## config.mk

```make
export PLATFORM = sky130hd
export DESIGN_NAME = mole_round_scheduler_flat
export DESIGN_NICKNAME = d
export VERILOG_FILES = /design/src/rtl/mole_pkg.sv /design/src/rtl/mole_round_scheduler_if.sv /design/src/rtl/mole_slot_timer.sv /design/src/rtl/mole_round_scheduler.sv /design/src/flat_wrapper.sv
export SDC_FILE = /design/constraint.sdc
export NUM_CORES = 1
export LEC_CHECK = 0
export BUFFER_PORTS_ARGS = -buffer_cell sky130_fd_sc_hd__buf_2
export CAP_MARGIN = 20
export CELL_PAD_IN_SITES_DETAIL_PLACEMENT = 1
export CELL_PAD_IN_SITES_GLOBAL_PLACEMENT = 2
export CORE_ASPECT_RATIO = 1.2
export CORE_UTILIZATION = 32
export CTS_CLUSTER_SIZE = 20
export DETAILED_ROUTE_END_ITERATION = 16
export GPL_ROUTABILITY_DRIVEN = 1
export GPL_TIMING_DRIVEN = 0
export PLACE_DENSITY_LB_ADDON = 0.1
export SYNTH_ARGS = -nofsm -noshare
export SYNTH_HDL_FRONTEND = slang
export SYNTH_SLANG_ARGS = --single-unit
```

## constraint.sdc

```tcl
create_clock -name clk -period 3.99 [get_ports clk]
set_clock_uncertainty 0.2 [all_clocks]
set_input_delay 1.197 -clock clk [delete_from_list [all_inputs] [get_ports clk]]
set_output_delay 1.197 -clock clk [all_outputs]
set_load 0.01 [all_outputs]
```

## src/rtl/mole_pkg.sv

```systemverilog
`default_nettype none
// ============================================================================
// Module   : mole_pkg
// Brief    : Shared types and constants for the Whac-A-Mole round scheduler.
// Revision : 1.0
// ============================================================================
package mole_pkg;

    localparam int NUM_HOLES = 18;
    localparam int NUM_MOLES = 3;
    localparam int POINT_CAP = 4;
    localparam int POS_W     = 5;

    typedef enum logic [1:0] {
        IDLE = 2'd0,
        RUN  = 2'd1,
        OVER = 2'd2
    } state_e;

    typedef logic [POS_W-1:0]     pos_t;
    typedef logic [NUM_HOLES-1:0] hole_mask_t;

    // Positions beyond the hole range shift out and yield an empty mask.
    function automatic hole_mask_t pos_to_bit(input pos_t p);
        return hole_mask_t'(1) << p;
    endfunction

endpackage
`default_nettype wire

```

## src/rtl/mole_round_scheduler_if.sv

```systemverilog
`default_nettype none
// ============================================================================
// Module   : mole_round_scheduler_if
// Brief    : Game inputs, generator handshake and display outputs of the scheduler.
// Revision : 1.0
// ============================================================================
interface mole_round_scheduler_if
    import mole_pkg::*;
#(
    parameter int SCORE_W = 10,
    parameter int COMBO_W = 4
);
    logic               tick;
    logic               start;
    hole_mask_t         sw;
    logic               gen_req;
    logic               gen_valid;
    pos_t               gen_pos;
    hole_mask_t         mole_mask;
    logic [SCORE_W-1:0] score;
    logic [COMBO_W-1:0] combo_count;
    logic [15:0]        time_left;
    logic               game_active;
    logic               game_over;

    modport master (
        output tick, start, sw, gen_valid, gen_pos,
        input  gen_req, mole_mask, score, combo_count, time_left, game_active, game_over
    );

    modport slave (
        input  tick, start, sw, gen_valid, gen_pos,
        output gen_req, mole_mask, score, combo_count, time_left, game_active, game_over
    );
endinterface
`default_nettype wire

```

## src/rtl/mole_slot_timer.sv

```systemverilog
`default_nettype none
// ============================================================================
// Module   : mole_slot_timer
// Brief    : One mole slot: holds a hole index and ages it down to expiry.
// Revision : 1.0
// ============================================================================
module mole_slot_timer
    import mole_pkg::*;
#(
    parameter int MOLE_LIFE = 1500
) (
    input  logic clk,
    input  logic reset,
    input  logic load_i,
    input  pos_t pos_i,
    input  logic tick_i,
    input  logic kill_i,
    output logic busy_o,
    output pos_t pos_o,
    output logic expire_o
);
    localparam int LIFE_W = $clog2(MOLE_LIFE + 1);

    logic [LIFE_W-1:0] life_q;
    logic              busy_q;
    pos_t              pos_q;

    // Raw timeout; the parent decides whether a same-cycle hit overrides it.
    assign expire_o = busy_q && tick_i && (life_q == LIFE_W'(1));
    assign busy_o   = busy_q;
    assign pos_o    = pos_q;

    always_ff @(posedge clk) begin
        if (reset) begin
            busy_q <= 1'b0;
            life_q <= '0;
            pos_q  <= '0;
        end else if (kill_i) begin
            busy_q <= 1'b0;
            life_q <= '0;
        end else if (load_i) begin
            busy_q <= 1'b1;
            life_q <= LIFE_W'(MOLE_LIFE);
            pos_q  <= pos_i;
        end else if (busy_q && tick_i) begin
            life_q <= life_q - 1'b1;
            if (expire_o) begin
                busy_q <= 1'b0;
            end
        end
    end

endmodule
`default_nettype wire

```

## src/rtl/mole_round_scheduler.sv

```systemverilog
`default_nettype none
// ============================================================================
// Module   : mole_round_scheduler
// Brief    : Sequences one timed Whac-A-Mole round: spawning, ageing, scoring.
// Revision : 1.0
// ============================================================================
module mole_round_scheduler
    import mole_pkg::*;
#(
    parameter int MOLE_LIFE  = 1500,
    parameter int SPAWN_GAP  = 500,
    parameter int GAME_TICKS = 60000,
    parameter int SCORE_W    = 10,
    parameter int COMBO_W    = 4
) (
    input  logic                  clk,
    input  logic                  reset,
    mole_round_scheduler_if.slave bus
);
    localparam int                 SPAWN_W      = $clog2(SPAWN_GAP + 1);
    localparam logic [SPAWN_W-1:0] C_SPAWN_FULL = SPAWN_W'(SPAWN_GAP);

    state_e             state_q, state_d;
    logic [15:0]        time_q, time_d;
    logic [SPAWN_W-1:0] spawn_q, spawn_d;
    logic               gen_req_q, gen_req_d;
    hole_mask_t         mask_q, mask_d, sw_prev_q;
    logic [SCORE_W-1:0] score_q, score_d;
    logic [COMBO_W-1:0] combo_q, combo_d;
    logic               active_q, over_q;

    logic [NUM_MOLES-1:0] w_busy, w_expire, w_kill, w_load, w_miss, w_busy_next, w_hit_slot;
    pos_t                 w_slot_pos [NUM_MOLES];
    hole_mask_t           w_edge;
    pos_t                 w_edge_idx;
    logic                 w_edge_any, w_run, w_hit, w_wrong, w_accept;
    logic                 w_start_go, w_round_end, w_clear, w_free_taken;
    logic [COMBO_W-1:0]   w_combo_hit;
    logic [SCORE_W-1:0]   w_points;
    logic [SCORE_W:0]     w_score_sum;

    for (genvar g = 0; g < NUM_MOLES; g++) begin : g_slot
        mole_slot_timer #(.MOLE_LIFE(MOLE_LIFE)) u_slot (
            .clk      (clk),
            .reset    (reset),
            .load_i   (w_load[g]),
            .pos_i    (bus.gen_pos),
            .tick_i   (bus.tick),
            .kill_i   (w_kill[g]),
            .busy_o   (w_busy[g]),
            .pos_o    (w_slot_pos[g]),
            .expire_o (w_expire[g])
        );
    end

    always_comb begin
        w_run      = (state_q == RUN);
        w_edge     = bus.sw ^ sw_prev_q;
        w_edge_any = 1'b0;
        w_edge_idx = '0;
        for (int i = 0; i < NUM_HOLES; i++) begin
            if (w_edge[i] && !w_edge_any) begin
                w_edge_any = 1'b1;
                w_edge_idx = POS_W'(i);
            end
        end
        w_hit       = w_run && w_edge_any && ((mask_q & pos_to_bit(w_edge_idx)) != '0);
        w_wrong     = w_run && w_edge_any && !w_hit;
        // Occupancy check uses the start-of-cycle mask, so a hole freed now cannot be re-used now.
        w_accept    = w_run && gen_req_q && bus.gen_valid &&
                      (bus.gen_pos < POS_W'(NUM_HOLES)) &&
                      ((mask_q & pos_to_bit(bus.gen_pos)) == '0);
        w_start_go  = (state_q == IDLE || state_q == OVER) && bus.start;
        w_round_end = w_run && bus.tick && (time_q == 16'd1);
        w_clear     = w_start_go || w_round_end;

        w_hit_slot   = '0;
        w_kill       = '0;
        w_miss       = '0;
        w_load       = '0;
        w_busy_next  = '0;
        w_free_taken = 1'b0;
        for (int k = 0; k < NUM_MOLES; k++) begin
            w_hit_slot[k] = w_hit && w_busy[k] && (w_slot_pos[k] == w_edge_idx);
            w_kill[k]     = w_clear || w_hit_slot[k];
            w_miss[k]     = w_expire[k] && !w_hit_slot[k];
            if (!w_busy[k] && !w_free_taken) begin
                w_load[k]    = w_accept;
                w_free_taken = 1'b1;
            end
            w_busy_next[k] = !w_clear &&
                             (w_load[k] || (w_busy[k] && !w_hit_slot[k] && !w_expire[k]));
        end
    end

    always_comb begin
        state_d = state_q;
        time_d  = time_q;
        spawn_d = spawn_q;
        mask_d  = mask_q;
        score_d = score_q;
        combo_d = combo_q;

        w_combo_hit = (combo_q == '1) ? combo_q : combo_q + 1'b1;
        w_points    = (int'(w_combo_hit) > POINT_CAP) ? SCORE_W'(POINT_CAP) : SCORE_W'(w_combo_hit);
        w_score_sum = {1'b0, score_q} + {1'b0, w_points};

        case (state_q)
            IDLE, OVER: begin
                if (bus.start) begin
                    state_d = RUN;
                    time_d  = 16'(GAME_TICKS);
                    spawn_d = C_SPAWN_FULL;
                    mask_d  = '0;
                    score_d = '0;
                    combo_d = '0;
                end
            end
            RUN: begin
                if (w_accept) begin
                    spawn_d = '0;
                    mask_d  = mask_d | pos_to_bit(bus.gen_pos);
                end else if (bus.tick && spawn_q != C_SPAWN_FULL) begin
                    spawn_d = spawn_q + 1'b1;
                end
                if (w_hit) begin
                    mask_d  = mask_d & ~pos_to_bit(w_edge_idx);
                    combo_d = w_combo_hit;
                    score_d = w_score_sum[SCORE_W] ? '1 : w_score_sum[SCORE_W-1:0];
                end else if (w_wrong) begin
                    combo_d = '0;
                end
                // A miss on another slot lands after the hit, so combo ends at zero.
                for (int k = 0; k < NUM_MOLES; k++) begin
                    if (w_miss[k]) begin
                        mask_d  = mask_d & ~pos_to_bit(w_slot_pos[k]);
                        combo_d = '0;
                    end
                end
                if (bus.tick) begin
                    time_d = time_q - 16'd1;
                    if (w_round_end) begin
                        state_d = OVER;
                        mask_d  = '0;
                    end
                end
            end
            default: state_d = IDLE;
        endcase

        gen_req_d = (state_d == RUN) && (spawn_d == C_SPAWN_FULL) && (w_busy_next != '1);
    end

    always_ff @(posedge clk) begin
        if (reset) begin
            state_q   <= IDLE;
            time_q    <= '0;
            spawn_q   <= '0;
            gen_req_q <= 1'b0;
            mask_q    <= '0;
            sw_prev_q <= '0;
            score_q   <= '0;
            combo_q   <= '0;
            active_q  <= 1'b0;
            over_q    <= 1'b0;
        end else begin
            state_q   <= state_d;
            time_q    <= time_d;
            spawn_q   <= spawn_d;
            gen_req_q <= gen_req_d;
            mask_q    <= mask_d;
            sw_prev_q <= bus.sw;
            score_q   <= score_d;
            combo_q   <= combo_d;
            active_q  <= (state_d == RUN);
            over_q    <= (state_d == OVER);
        end
    end

    assign bus.gen_req     = gen_req_q;
    assign bus.mole_mask   = mask_q;
    assign bus.score       = score_q;
    assign bus.combo_count = combo_q;
    assign bus.time_left   = time_q;
    assign bus.game_active = active_q;
    assign bus.game_over   = over_q;

endmodule
`default_nettype wire

```

## src/flat_wrapper.sv

```systemverilog
// flat-port wrapper written by rule: the top's interface ports become plain ports
module mole_round_scheduler_flat import mole_pkg::*;
#(
    parameter int MOLE_LIFE  = 1500,
    parameter int SPAWN_GAP  = 500,
    parameter int GAME_TICKS = 60000,
    parameter int SCORE_W    = 10,
    parameter int COMBO_W    = 4
)
  (clk, reset, bus_tick, bus_start, bus_sw, bus_gen_valid, bus_gen_pos, bus_gen_req, bus_mole_mask, bus_score, bus_combo_count, bus_time_left, bus_game_active, bus_game_over);
  mole_round_scheduler_if #(.SCORE_W(SCORE_W), .COMBO_W(COMBO_W)) bus_i ();
  input  logic clk;
  input  logic reset;
  input wire logic [$bits(bus_i.tick)-1:0] bus_tick;
  input wire logic [$bits(bus_i.start)-1:0] bus_start;
  input wire logic [$bits(bus_i.sw)-1:0] bus_sw;
  input wire logic [$bits(bus_i.gen_valid)-1:0] bus_gen_valid;
  input wire logic [$bits(bus_i.gen_pos)-1:0] bus_gen_pos;
  output wire logic [$bits(bus_i.gen_req)-1:0] bus_gen_req;
  output wire logic [$bits(bus_i.mole_mask)-1:0] bus_mole_mask;
  output wire logic [$bits(bus_i.score)-1:0] bus_score;
  output wire logic [$bits(bus_i.combo_count)-1:0] bus_combo_count;
  output wire logic [$bits(bus_i.time_left)-1:0] bus_time_left;
  output wire logic [$bits(bus_i.game_active)-1:0] bus_game_active;
  output wire logic [$bits(bus_i.game_over)-1:0] bus_game_over;
  assign bus_i.tick = bus_tick;
  assign bus_i.start = bus_start;
  assign bus_i.sw = bus_sw;
  assign bus_i.gen_valid = bus_gen_valid;
  assign bus_i.gen_pos = bus_gen_pos;
  assign bus_gen_req = bus_i.gen_req;
  assign bus_mole_mask = bus_i.mole_mask;
  assign bus_score = bus_i.score;
  assign bus_combo_count = bus_i.combo_count;
  assign bus_time_left = bus_i.time_left;
  assign bus_game_active = bus_i.game_active;
  assign bus_game_over = bus_i.game_over;
  mole_round_scheduler #(.MOLE_LIFE(MOLE_LIFE), .SPAWN_GAP(SPAWN_GAP), .GAME_TICKS(GAME_TICKS), .SCORE_W(SCORE_W), .COMBO_W(COMBO_W)) u_core (.clk(clk), .reset(reset), .bus(bus_i));
endmodule
```

[Word level (Yosys, flattened, before mapping)]
Cells that the tools add are included.
Operators by class
  add/sub/neg operators: 7
  $lt $le $gt $ge: 2
  multiplexer cells: 92
  shifts and indexed selects: 5
  reductions and logical operators: 119
  bitwise gates (word level): 15
  equality and inequality tests: 19
Operator list (count)
  $mux 18: 12
  $and 18x18->18: 6
  $shl 1x5->18 const A: 5
  $mux 5: 16
  $not 18->18: 4
  $mux 11: 6
  $logic_and 1x1->1: 56
  $pmux 18 s2: 1
  $eq 11x1->1 const B: 3
  $mux 1: 33
  $sub 11x1->11 const B: 3
  $mux 16: 2
  $mux 4: 8
  $pmux 16 s2: 1
  $mux 10: 3
  $logic_not 1->1: 28
  $mux 9: 3
  $pmux 10 s2: 1
  $logic_not 18->1: 1
  $or 18x18->18: 1
  $pmux 9 s2: 1
  $reduce_bool 18->1: 1
  $xor 18x18->18: 1
  $eq 16x1->1 const B: 1
  26 further kinds: 62
Word-level totals
  input port bits: 28
  output and inout port bits: 51
  word-level logic and storage cells: 281
  register bits after elaboration: 131

[Depth between registers and ports, before layout]
Gate-level depths: netlist of the first run.
  depth in word-level cells: 71
  mapped depth: 15

[Cells and area by module]
A second synthesis of the first run with hierarchy kept.
Second synthesis, totals
  cell total of the unflattened synthesis: 975
  area, all modules: 8199.1 um^2
By module, submodules not included
  mole_round_scheduler: cells an instance 729, area an instance 5796.8 um^2, instances 1
  mole_slot_timer: cells an instance 82, area an instance 800.8 um^2, instances 3

[Least setup slack after synthesis of the first run]
No wires, ideal clock.
  kind: input-to-reg
  from: input port bus_sw[5]
  to: register u_core.mask_q[7], in the netlist u_core.bus.mole_mask[7]
  stages on the path: 11
  setup time: 117 ps
  required time: 3673 ps
  path slack: -95 ps
  data arrival time: 3767 ps
  cell sequence: xor2_1 nor4_2 nand2b_1 clkbuf_1 or4_4 and2_4 a21oi_4 a2bb2oi_4 nor4b_2 nand3_1 a32o_1
On the way
  word-level cells in the longest chain between the ends: 57
  elaborated cells between the ends (all ways): 87
  classes of those cells: eq/ne: 3; shift: 1; mux: 36; bitwise: 7; reduce/logical: 40
Ends and longest elaborated chain
  from (decl): RTL line flat_wrapper.sv:16  | input wire logic [$bits(bus_i.sw)-1:0] bus_sw;
  $xor 18x18->18 *: RTL line mole_round_scheduler.sv:58  | w_edge = bus.sw ^ sw_prev_q;
  $logic_and 1x1->1 *: RTL line mole_round_scheduler.sv:62  | if (w_edge[i] && !w_edge_any) begin
  parallel branches: the longest is 51 deep, another holds $mux 1
  $mux 18 *: RTL line mole_round_scheduler.sv:135  | if (w_miss[k]) begin
  $mux 18: RTL line mole_round_scheduler.sv:142  | if (w_round_end) begin
  $mux 18 *: RTL line mole_round_scheduler.sv:140  | if (bus.tick) begin
  $pmux 18 s2 *: RTL line mole_round_scheduler.sv:108  | case (state_q)
  to (signal assigned): RTL line mole_round_scheduler.sv:171  | mask_q <= mask_d;
  to (decl): RTL line mole_round_scheduler.sv:27  | hole_mask_t mask_q, mask_d, sw_prev_q;
Every way passes the cells marked *. The select of a mux whose other input is x is not followed.
A chain may end at the register's enable or synchronous reset.

[Worst setup path in the final report of the first run]
  from: input port bus_sw[12]
  to: register u_core.mask_q[9], in the netlist u_core.bus.mole_mask[9]
On the way
  word-level cells in the longest chain between the ends: 36
  elaborated cells between the ends (all ways): 59
  classes of those cells: eq/ne: 3; shift: 1; mux: 22; bitwise: 7; reduce/logical: 26
Ends and longest elaborated chain (RTL line)
  $xor 18x18->18 *: mole_round_scheduler.sv:58
  $logic_and 1x1->1 *: mole_round_scheduler.sv:62
  parallel branches: the longest is 30 deep, another holds $mux 1
  $mux 18 *: mole_round_scheduler.sv:135
  $mux 18: mole_round_scheduler.sv:142
  $mux 18 *: mole_round_scheduler.sv:140
  $pmux 18 s2 *: mole_round_scheduler.sv:108
Marked as above.

==> impl_metrics.ini, run 1 <==
[run_status]
status = complete, but fails checks
violations = negative setup slack

[power]
power.total_mw = 3.560
p_leak_nw = 3.922
peakVddDrop_uv = 287.8
power_frac_comb_pct = 14.8
powerDensity_nw_per_um2 = 335.7
clkPwrFrac_pct = 46.1
switching_share_pct = 29.97
p_switching_mw = 1.067
intPower_mw = 2.493
power_frac_seq_pct = 39.1

[detailed_routing]
avgRoutedWirePerCell_um = 21.68
via_count = 8287
first_iter_violations = 375
dr.pass1.iters = 5
vias_per_cell = 5.664
detail-route-antenna-nets = 0
drt-total-wl_mm = 31.71
drc = 0

[sta]
rsz0062_at_grt = true
slew_headroom_pct = 35.29
worst_slew_pin_slew_ns = 0.9671
hold_viol = 0
setup_slack_ns = -0.01141
fin_crit_sh_pct = 100.3
max_freq_mhz = 249.9
setup_viol = 2
period_needed_ns = 4.001
maxSlewViolCount = 0

[clock_tree]
insertion_delay_ns = 0.43
numCtsBuffers = 17
cts_tree = built
clock_path_buffers = 2
clock-root-buffer = clkbuf_16
cts_htree_levels = 4
clk_pin_slew_ns = 0.07
tritoncts_num_sinks = 131

[critical_path]
crit_type = input pin to flop
arrival_ns = 4.13
r2r_end = u_core.bus.mole_mask[14]$_SDFFE_PP0P_
crit_fanout = 6
critPathCaptureType = flop
start_kind = input pin
reg2reg_slack_ns = 0.35
r2r_start = u_core.state_q[0]$_SDFF_PP0_
crit_path_start = bus_sw[12]
critPathRequiredTime_ns = 4.11
reg2reg_depth = 8

[global_route]
grt_pass1_vias = 8319
grt_usage_pct = 24.89
grt_max_degree = 17
antenna_found_initial = 0
grt_overflow_total = 0
grt_pass1_wl_mm = 49.16

[placement]
port-buffer-count = 75
dp_hpwl_mm = 23.18
placed_area_um2 = 8807
globalplace.congestion = 0.8456

[synthesis]
synth_edf_count = 0
ys_seq_area_share_pct = 32.89
syn_area_per_cell_um2 = 8.144
synth_async_sr_flop_share_pct = 0
yosysWarnings = 0
netlist_area_um2 = 7973
synthCells = 979
synth_seq_cells = 131
syn-num-nets = 1023
yosysUniqueCellTypes = 90
synth_flop_cell = dfxtp_1

[floorplanning]
initial_core_util_pct = 32.94
num_rows = 62
fp.dieW_um = 146.1
boundaryPins = 79
core_um2 = 24200
die_h_um = 174.9
die_area_um2 = 25550

[worst_hold_path]
min-delay-start = u_core.bus.score[2]$_SDFFE_PP0P_
hold_path_class = flop to flop
hold_path_depth = 2
whs_endpoint = u_core.bus.score[2]$_SDFFE_PP0P_

[finish]
fillers = 2910
seqCellArea_um2 = 2623
n_antenna_cell = 0
layout.nets = 1174
stdcell_area_um2 = 10610
drive_above_1_share_pct = 24.23
multiInputGateArea_um2 = 5768
final_cell_mix = dfxtp_1, nor2_1, a21oi_1
mostFrequentLayoutCell = dfxtp_1
area_delta_synth_final_pct = 33.03

[job]
cap_violations = 0
## per-layer routing
metal / share of wire [%] / vias up / track usage, %
met5: 0 / - / 0
met4: 2.9 / 0 / 9.201
met3: 3.6 / 52 / 3.003
met2: 50 / 191 / 43.90
met1: 44 / 4135 / 30.95
li1: - / 3909 / -
## cell families (layout without fill, tap and decap cells)
logic type                 after synthesis  in the layout  synth area share [%]
other                                    1              1               0.04704
muxes                                   14             14                 1.789
buffers and inverters                   68            232                 3.280
DFF                                    131            131                 32.89
and+or+nand+nor                        412            412                 27.40
AOI/OAI and AO/OA                      265            265                 23.70
xor gates and xnor gates                72             72                 8.286
adders and majority gates               16             16                 2.605
## stage by stage
stage	hold slack [ns]	setup slack, ns	cells	TNS [ns]	utilization [%]
floorplan	0.2544	-0.03870	979	-0.2960	-
global placement	0.2631	-1.352	1374	-83.51	36.39
detailed placement	0.2739	-1.373	1374	-83.56	36.39
CTS	0.2855	0.003508	1439	0	42.00
global route	0.3052	-0.04506	1463	-0.2072	43.82
finish	0.2793	-0.01141	1463	-0.01726	43.82
## power by group through the flow
stage / logic [mW] / registers (mW) / clock network [mW]
detailed placement: 0.419 / 1.41 / 0
CTS: 0.479 / 1.39 / 1.67
finish: 0.526 / 1.39 / 1.64
global route: 0.567 / 1.40 / 1.72
global placement: 0.420 / 1.41 / 0
floorplan: 0.265 / 1.41 / 0
## how the worst max path moves through the flow
stage                     slack, ns                               endpoint
after CTS                     0.004  u_core.bus.mole_mask[12]$_SDFFE_PP0P_
final                         -0.01   u_core.bus.mole_mask[9]$_SDFFE_PP0P_
after floorplan               -0.04   u_core.bus.mole_mask[5]$_SDFFE_PP0P_
after global placement        -1.35   u_core.bus.mole_mask[7]$_SDFFE_PP0P_
after global routing          -0.05   u_core.bus.mole_mask[0]$_SDFFE_PP0P_
after detailed placement      -1.37   u_core.bus.mole_mask[7]$_SDFFE_PP0P_
## cell type report
class,count,area share [%]
Tap cell,320,3.775
Inverter,19,0.6724
Clock buffer,17,4.011
Timing Repair Buffer,136,8.930
Clock inverter,15,1.593
Multi-Input combinational cell,780,54.38
Buffer,45,1.911
Sequential cell,131,24.73
## Yosys cell counts, types with 14 or more instances
cell type / n / area (µm²)
a31oi_1: 18 / 112.6
dfxtp_1: 131 / 2623
nor2_1: 97 / 364.1
xnor2_1: 41 / 359.1
nand2_1: 73 / 274.0
o21ai_0: 33 / 165.2
nor4_1: 22 / 137.6
nor2b_1: 36 / 225.2
a21oi_1: 87 / 435.4
nand3_1: 48 / 240.2
ha_1: 15 / 187.7
nor3_1: 33 / 165.2
clkbuf_1: 44 / 165.2
inv_1: 19 / 71.32
xor2_1: 27 / 236.5
nand2b_1: 14 / 87.58
## worst max-delay path: stages
cell and delay, ns:
clkbuf_4 0.15, xor2_4 0.19, nor4_4 0.41, nand2_2 0.11
or4_4 0.56, and2_4 0.20, a21oi_4 0.17, buf_12 0.15
a2bb2oi_4 0.08, buf_6 0.13, nor4b_4 0.29, buf_4 0.19
nand2_1 0.05, a32o_1 0.24
## flip-flops by register name, indices dropped and copies added, names as in the netlist
register,count
u_core.g_slot.u_slot.life_q,33
u_core.state_q,2
u_core.bus.gen_req,1
u_core.sw_prev_q,18
u_core.bus.score,10
u_core.spawn_q,9
u_core.bus.game_active,1
u_core.g_slot.u_slot.busy_o,3
u_core.bus.combo_count,4
u_core.bus.mole_mask,18
u_core.g_slot.u_slot.pos_o,15
u_core.bus.game_over,1
u_core.bus.time_left,16
## repair_timing
| item | in CTS | in global routing |
|---|---|---|
| pin swaps | 29 | 35 |
| setup buffers | 36 | 26 |
| setup endpoints to repair | 93 | 52 |
| resized for setup | 79 | 61 |
| hold buffers | 0 | 0 |
No activity file was read; power rests on OpenSTA's default activity.
==> inputs of run 2 (changes only) <==
- CORE_ASPECT_RATIO: 1.2 -> 1.4
==> run 2 against run 1 <==
Compared with the run above: the flow still finishes with violations (negative setup slack); largest cell class unchanged; highest routed layer unchanged; wire length up 1.8%; critical path depth down 1; critical path type unchanged; sequential share of layout area up 0.12 points; fmax down 0.37%; core utilization down 0.90 points.
==> impl_metrics.ini, run 2 (synthesis results as in run 1) <==
[global_route]
grt_pass1_vias = 8578
grt_overflow_total = 0
grt_usage_pct = 25.79
grt_pass1_wl_mm = 49.45
antenna_found_initial = 0
grt_max_degree = 17

[finish]
final_cell_mix = dfxtp_1, nor2_1, a21oi_1
largest_reg_flops = 33
mostFrequentLayoutCell = dfxtp_1
layout.nets = 1169
regMostFlops = u_core.g_slot.u_slot.life_q
drive_above_1_share_pct = 23.55
area_delta_synth_final_pct = 32.38
n_antenna_cell = 0
fillers = 2919
fin_cells = 1453

[sta]
max_freq_mhz = 249.0
slew_headroom_pct = 35.72
setup_viol = 2
hold_viol = 0
worst_slew_pin_slew_ns = 0.9606
fin_crit_sh_pct = 100.7
setup_slack_ns = -0.02638
maxSlewViolCount = 0
rsz0062_at_grt = true
period_needed_ns = 4.016

[power]
intPower_mw = 2.617
switching_share_pct = 28.42
powerDensity_nw_per_um2 = 346.5
power.total_mw = 3.657
power_frac_comb_pct = 14.2
clkPwrFrac_pct = 47.8
p_leak_nw = 3.916
peakVddDrop_uv = 305.1
p_switching_mw = 1.039
power_frac_seq_pct = 38.0

[floorplanning]
num_rows = 68
core_um2 = 24590
boundaryPins = 79
initial_core_util_pct = 32.42
fp.dieW_um = 135.4
die_h_um = 188.8
die_area_um2 = 25560

[critical_path]
crit_type = input pin to flop
arrival_ns = 4.19
critPathRequiredTime_ns = 4.16
crit_fanout = 8
critPathCaptureType = flop
start_kind = input pin

[placement]
dp_hpwl_mm = 23.86
dpl_worst_slack_ns = -1.188
globalplace.congestion = 0.9234
port-buffer-count = 75
place_inst = 1369

[clock_tree]
cts_htree_levels = 4
clock-root-buffer = clkbuf_16
cts_tree = built
numCtsBuffers = 17
tritoncts_num_sinks = 131
clk_pin_slew_ns = 0.06
clock_path_buffers = 2
insertion_delay_ns = 0.43

[detailed_routing]
vias_per_cell = 5.703
avgRoutedWirePerCell_um = 22.21
detail-route-antenna-nets = 0
drc = 0
via_count = 8287
drt-total-wl_mm = 32.28
dr.pass1.iters = 7
first_iter_violations = 349

[run_status]
status = complete, but fails checks
violations = negative setup slack

[worst_hold_path]
hold_path_class = flop to flop

[job]
cap_violations = 0
[run 2: critical path, stage by stage]
cell and delay (ns):
buf_2 0.16, xor2_4 0.29, o21ai_0 0.16, a22oi_2 0.28, a21oi_4 0.14, or3_1 0.37, a2111oi_4 0.45, a2bb2oi_4 0.28
buf_6 0.16, nor4b_4 0.04, buf_4 0.19, a221oi_2 0.28, a22o_1 0.18
[run 2: final timing paths]
check | start | cells after the start | endpoint | slack (ns)
setup / recovery | bus_sw[14] | 13 | u_core.bus.mole_mask[12]$_SDFFE_PP0P_ | -0.03
setup reg to reg | u_core.sw_prev_q[10]$_SDFF_PP0_ | 13 | u_core.bus.mole_mask[12]$_SDFFE_PP0P_ | 0.35
hold reg to reg | u_core.bus.score[0]$_SDFFE_PP0P_ | 2 | u_core.bus.score[0]$_SDFFE_PP0P_ | 0.28
hold / removal | u_core.bus.score[0]$_SDFFE_PP0P_ | 2 | u_core.bus.score[0]$_SDFFE_PP0P_ | 0.28
[run 2: power groups by stage]
stage | Sequential, mW | Combinational, mW | Clock, mW
after floorplan | 1.41 | 0.265 | 0
after global placement | 1.41 | 0.424 | 0
after detailed placement | 1.41 | 0.426 | 0
after CTS | 1.39 | 0.489 | 1.78
after global routing | 1.40 | 0.560 | 1.84
final | 1.39 | 0.519 | 1.75
[run 2: metrics by stage]
stage	setup TNS (ns)	hold WS (ns)	area, µm²	utilization, %
floorplan	-0.2960	0.2544	8031	-
CTS	0	0.2827	10130	41.19
global placement	-80.83	0.2668	8801	35.79
detailed placement	-78.94	0.2722	8801	35.79
global route	-0.5846	0.3021	10550	42.92
finish	-0.03105	0.2780	10550	42.92
[run 2: cell type report]
cell class	count	area, µm²	share of cell area (%)
multi-input cells	780	5729	54.29
plain buffers	46	209.0	1.980
inverters	19	71.32	0.6758
clock inverters	14	200.2	1.897
flip-flops and latches	131	2623	24.85
well taps	315	394.1	3.734
repair buffers	130	888.4	8.417
clock buffers	18	439.2	4.161
[run 2: timing repair]
| item | 4_1_cts | 5_1_grt |
|---|---|---|
| hold buffers | 0 | 0 |
| cloned | 0 | 1 |
| gates resized for setup | 67 | 62 |
| endpoints found under the setup margin | 88 | 56 |
| pin swaps | 25 | 36 |
| endpoints found under the hold margin | 0 | 0 |
| setup buffers | 36 | 19 |
[run 2: metal layers]
metal  vias up  track usage [%]  part of all wire [%]
met4         0            12.32                   3.9
li1       3899                -                     -
met5         -                0                     0
met3        58            3.713                   2.7
met2       188            46.79                    53
met1      4142            29.08                    41
==> inputs of run 3 (changes only) <==
- SLEW_MARGIN: not set -> 30
- TNS_END_PERCENT: not set -> 10
==> run 3 against run 2 <==
Compared with the run above: the run still ends with negative setup slack left; register-to-register slack worse by 0.14 ns; combinational power fell by 4%; count of clock-buffer cells in the layout grew 3; sequential power is essentially flat; hold slack gained 0.0059 ns; cell count fell by 1.1%; worst setup slack got worse by 0.058 ns; critical endpoint is now u_core.bus.mole_mask[3]$_SDFFE_PP0P_; largest power group unchanged.
==> impl_metrics.ini, run 3 (synthesis results as in run 1) <==
[detailed_routing]
first_iter_violations = 405
avgRoutedWirePerCell_um = 22.19
drc = 0
drt-total-wl_mm = 31.89
dr.pass1.iters = 5
vias_per_cell = 5.664
via_count = 8139
detail-route-antenna-nets = 0

[floorplanning]
fp.dieW_um = 135.4
num_rows = 68
die_h_um = 188.8
boundaryPins = 79
die_area_um2 = 25560
initial_core_util_pct = 32.42
core_um2 = 24590

[clock_tree]
insertion_delay_ns = 0.44
clk_pin_slew_ns = 0.06
tritoncts_num_sinks = 131
ctsHoldBuffers = 0
clock-root-buffer = clkbuf_16
cts_htree_levels = 4
cts_tree = built
numCtsBuffers = 17
clock_path_buffers = 2

[sta]
setup_slack_ns = -0.08401
fin_crit_sh_pct = 102.1
period_needed_ns = 4.074
setup_viol = 6
rsz0062_at_grt = true
maxSlewViolCount = 0
max_freq_mhz = 245.5
worst_slew_pin_slew_ns = 0.9003
hold_viol = 0
slew_headroom_pct = 39.76
fin_tns_setup_ns = -0.2888

[power]
powerDensity_nw_per_um2 = 350.4
peakVddDrop_uv = 285.5
power.total_mw = 3.623
p_leak_nw = 3.810

[finish]
regMostFlops = u_core.g_slot.u_slot.life_q
stdcell_area_um2 = 10340
largest_reg_flops = 33
mostFrequentLayoutCell = dfxtp_1
drive_above_1_share_pct = 22.37
final_util_pct = 42.05
fin_cells = 1437
layout.nets = 1153
area_delta_synth_final_pct = 29.69
n_antenna_cell = 0
final_cell_mix = dfxtp_1, nor2_1, a21oi_1

[job]
cap_violations = 0

[global_route]
grt_overflow_total = 0
antenna_found_initial = 0
grt_pass1_wl_mm = 48.84
grt_usage_pct = 25.50
grt_max_degree = 17
grt_pass1_vias = 8242

[critical_path]
crit_type = input pin to flop
reg2reg_slack_ns = 0.21
arrival_ns = 4.20
crit_fanout = 7
critPathRequiredTime_ns = 4.12
critPathCaptureType = flop
start_kind = input pin

[run_status]
status = complete, but fails checks
violations = negative setup slack

[worst_hold_path]
hold_path_class = flop to flop

[placement]
globalplace.congestion = 0.8990
dp_hpwl_mm = 23.90
port-buffer-count = 75
place_inst = 1369
placed_area_um2 = 8775
run 3: changes by cell type in the layout (fill, tap and decap cells not counted), moves of 3 or more:
| cell | delta |
|---|---|
| clkinvlp_4 | -3 |
| inv_6 | -3 |
| a21oi_2 | +4 |
| a21oi_1 | -4 |
| buf_4 | -14 |
| buf_2 | +4 |
run 3: timing repair:
item | 4_1_cts | 5_1_grt
setup buffers | 6 | 31
cloned | 1 | 0
setup endpoints to repair | 93 | 62
resized for setup | 47 | 73
pin swaps | 4 | 31
run 3: cell type report:
cell class / instances / area, µm²
Buffer: 47 / 224.0
Tap cell: 315 / 394.1
Clock inverter: 11 / 173.9
Inverter: 19 / 71.32
Clock buffer: 21 / 470.5
Sequential cell: 131 / 2623
Fill cell: 2926 / 14250
Timing Repair Buffer: 112 / 704.4
Multi-Input combinational cell: 781 / 5679
run 3: stage by stage:
step	worst slack [ns]	hold WS [ns]
CTS	-0.2953	0.2854
finish	-0.08401	0.2839
detailed placement	-1.721	0.2712
floorplan	-0.05363	0.2544
global route	-0.1284	0.3145
global placement	-1.795	0.2676
run 3: worst paths after layout:
check	start	to	cells after the start
worst max-delay path	bus_sw[9]	u_core.bus.mole_mask[3]$_SDFFE_PP0P_	13
worst max register to register	u_core.bus.time_left[6]$_SDFFE_PP0P_	u_core.bus.mole_mask[14]$_SDFFE_PP0P_	10
worst min-delay path	u_core.bus.score[3]$_SDFFE_PP0P_	u_core.bus.score[3]$_SDFFE_PP0P_	2
worst min register to register	u_core.bus.score[3]$_SDFFE_PP0P_	u_core.bus.score[3]$_SDFFE_PP0P_	2
run 3: where the power goes:
part           internal (mW)  switching (mW)  total [mW]
registers               1.34          0.0463        1.39
logic                  0.189           0.311       0.500
clock network           1.10           0.633        1.73
run 3: routing by layer:
layer  track usage (%)  part of all wire [%]  vias up
li1                  -                     -     3873
met4             11.45                   4.0        0
met2             46.69                    52      182
met3             4.143                   3.9       70
met5                 0                     0        -
met1             28.39                    40     4014
run 3: critical path, cell delays in order:
cell and delay, ns:
buf_2 0.16, xor2_2 0.32, nor4_4 0.12, a32o_1 0.27, a2111oi_0 0.45, o221ai_1 0.29, a21oi_4 0.21, buf_12 0.15
a2bb2oi_4 0.10, buf_12 0.15, nor4b_4 0.37, a32oi_1 0.15, a22o_1 0.25
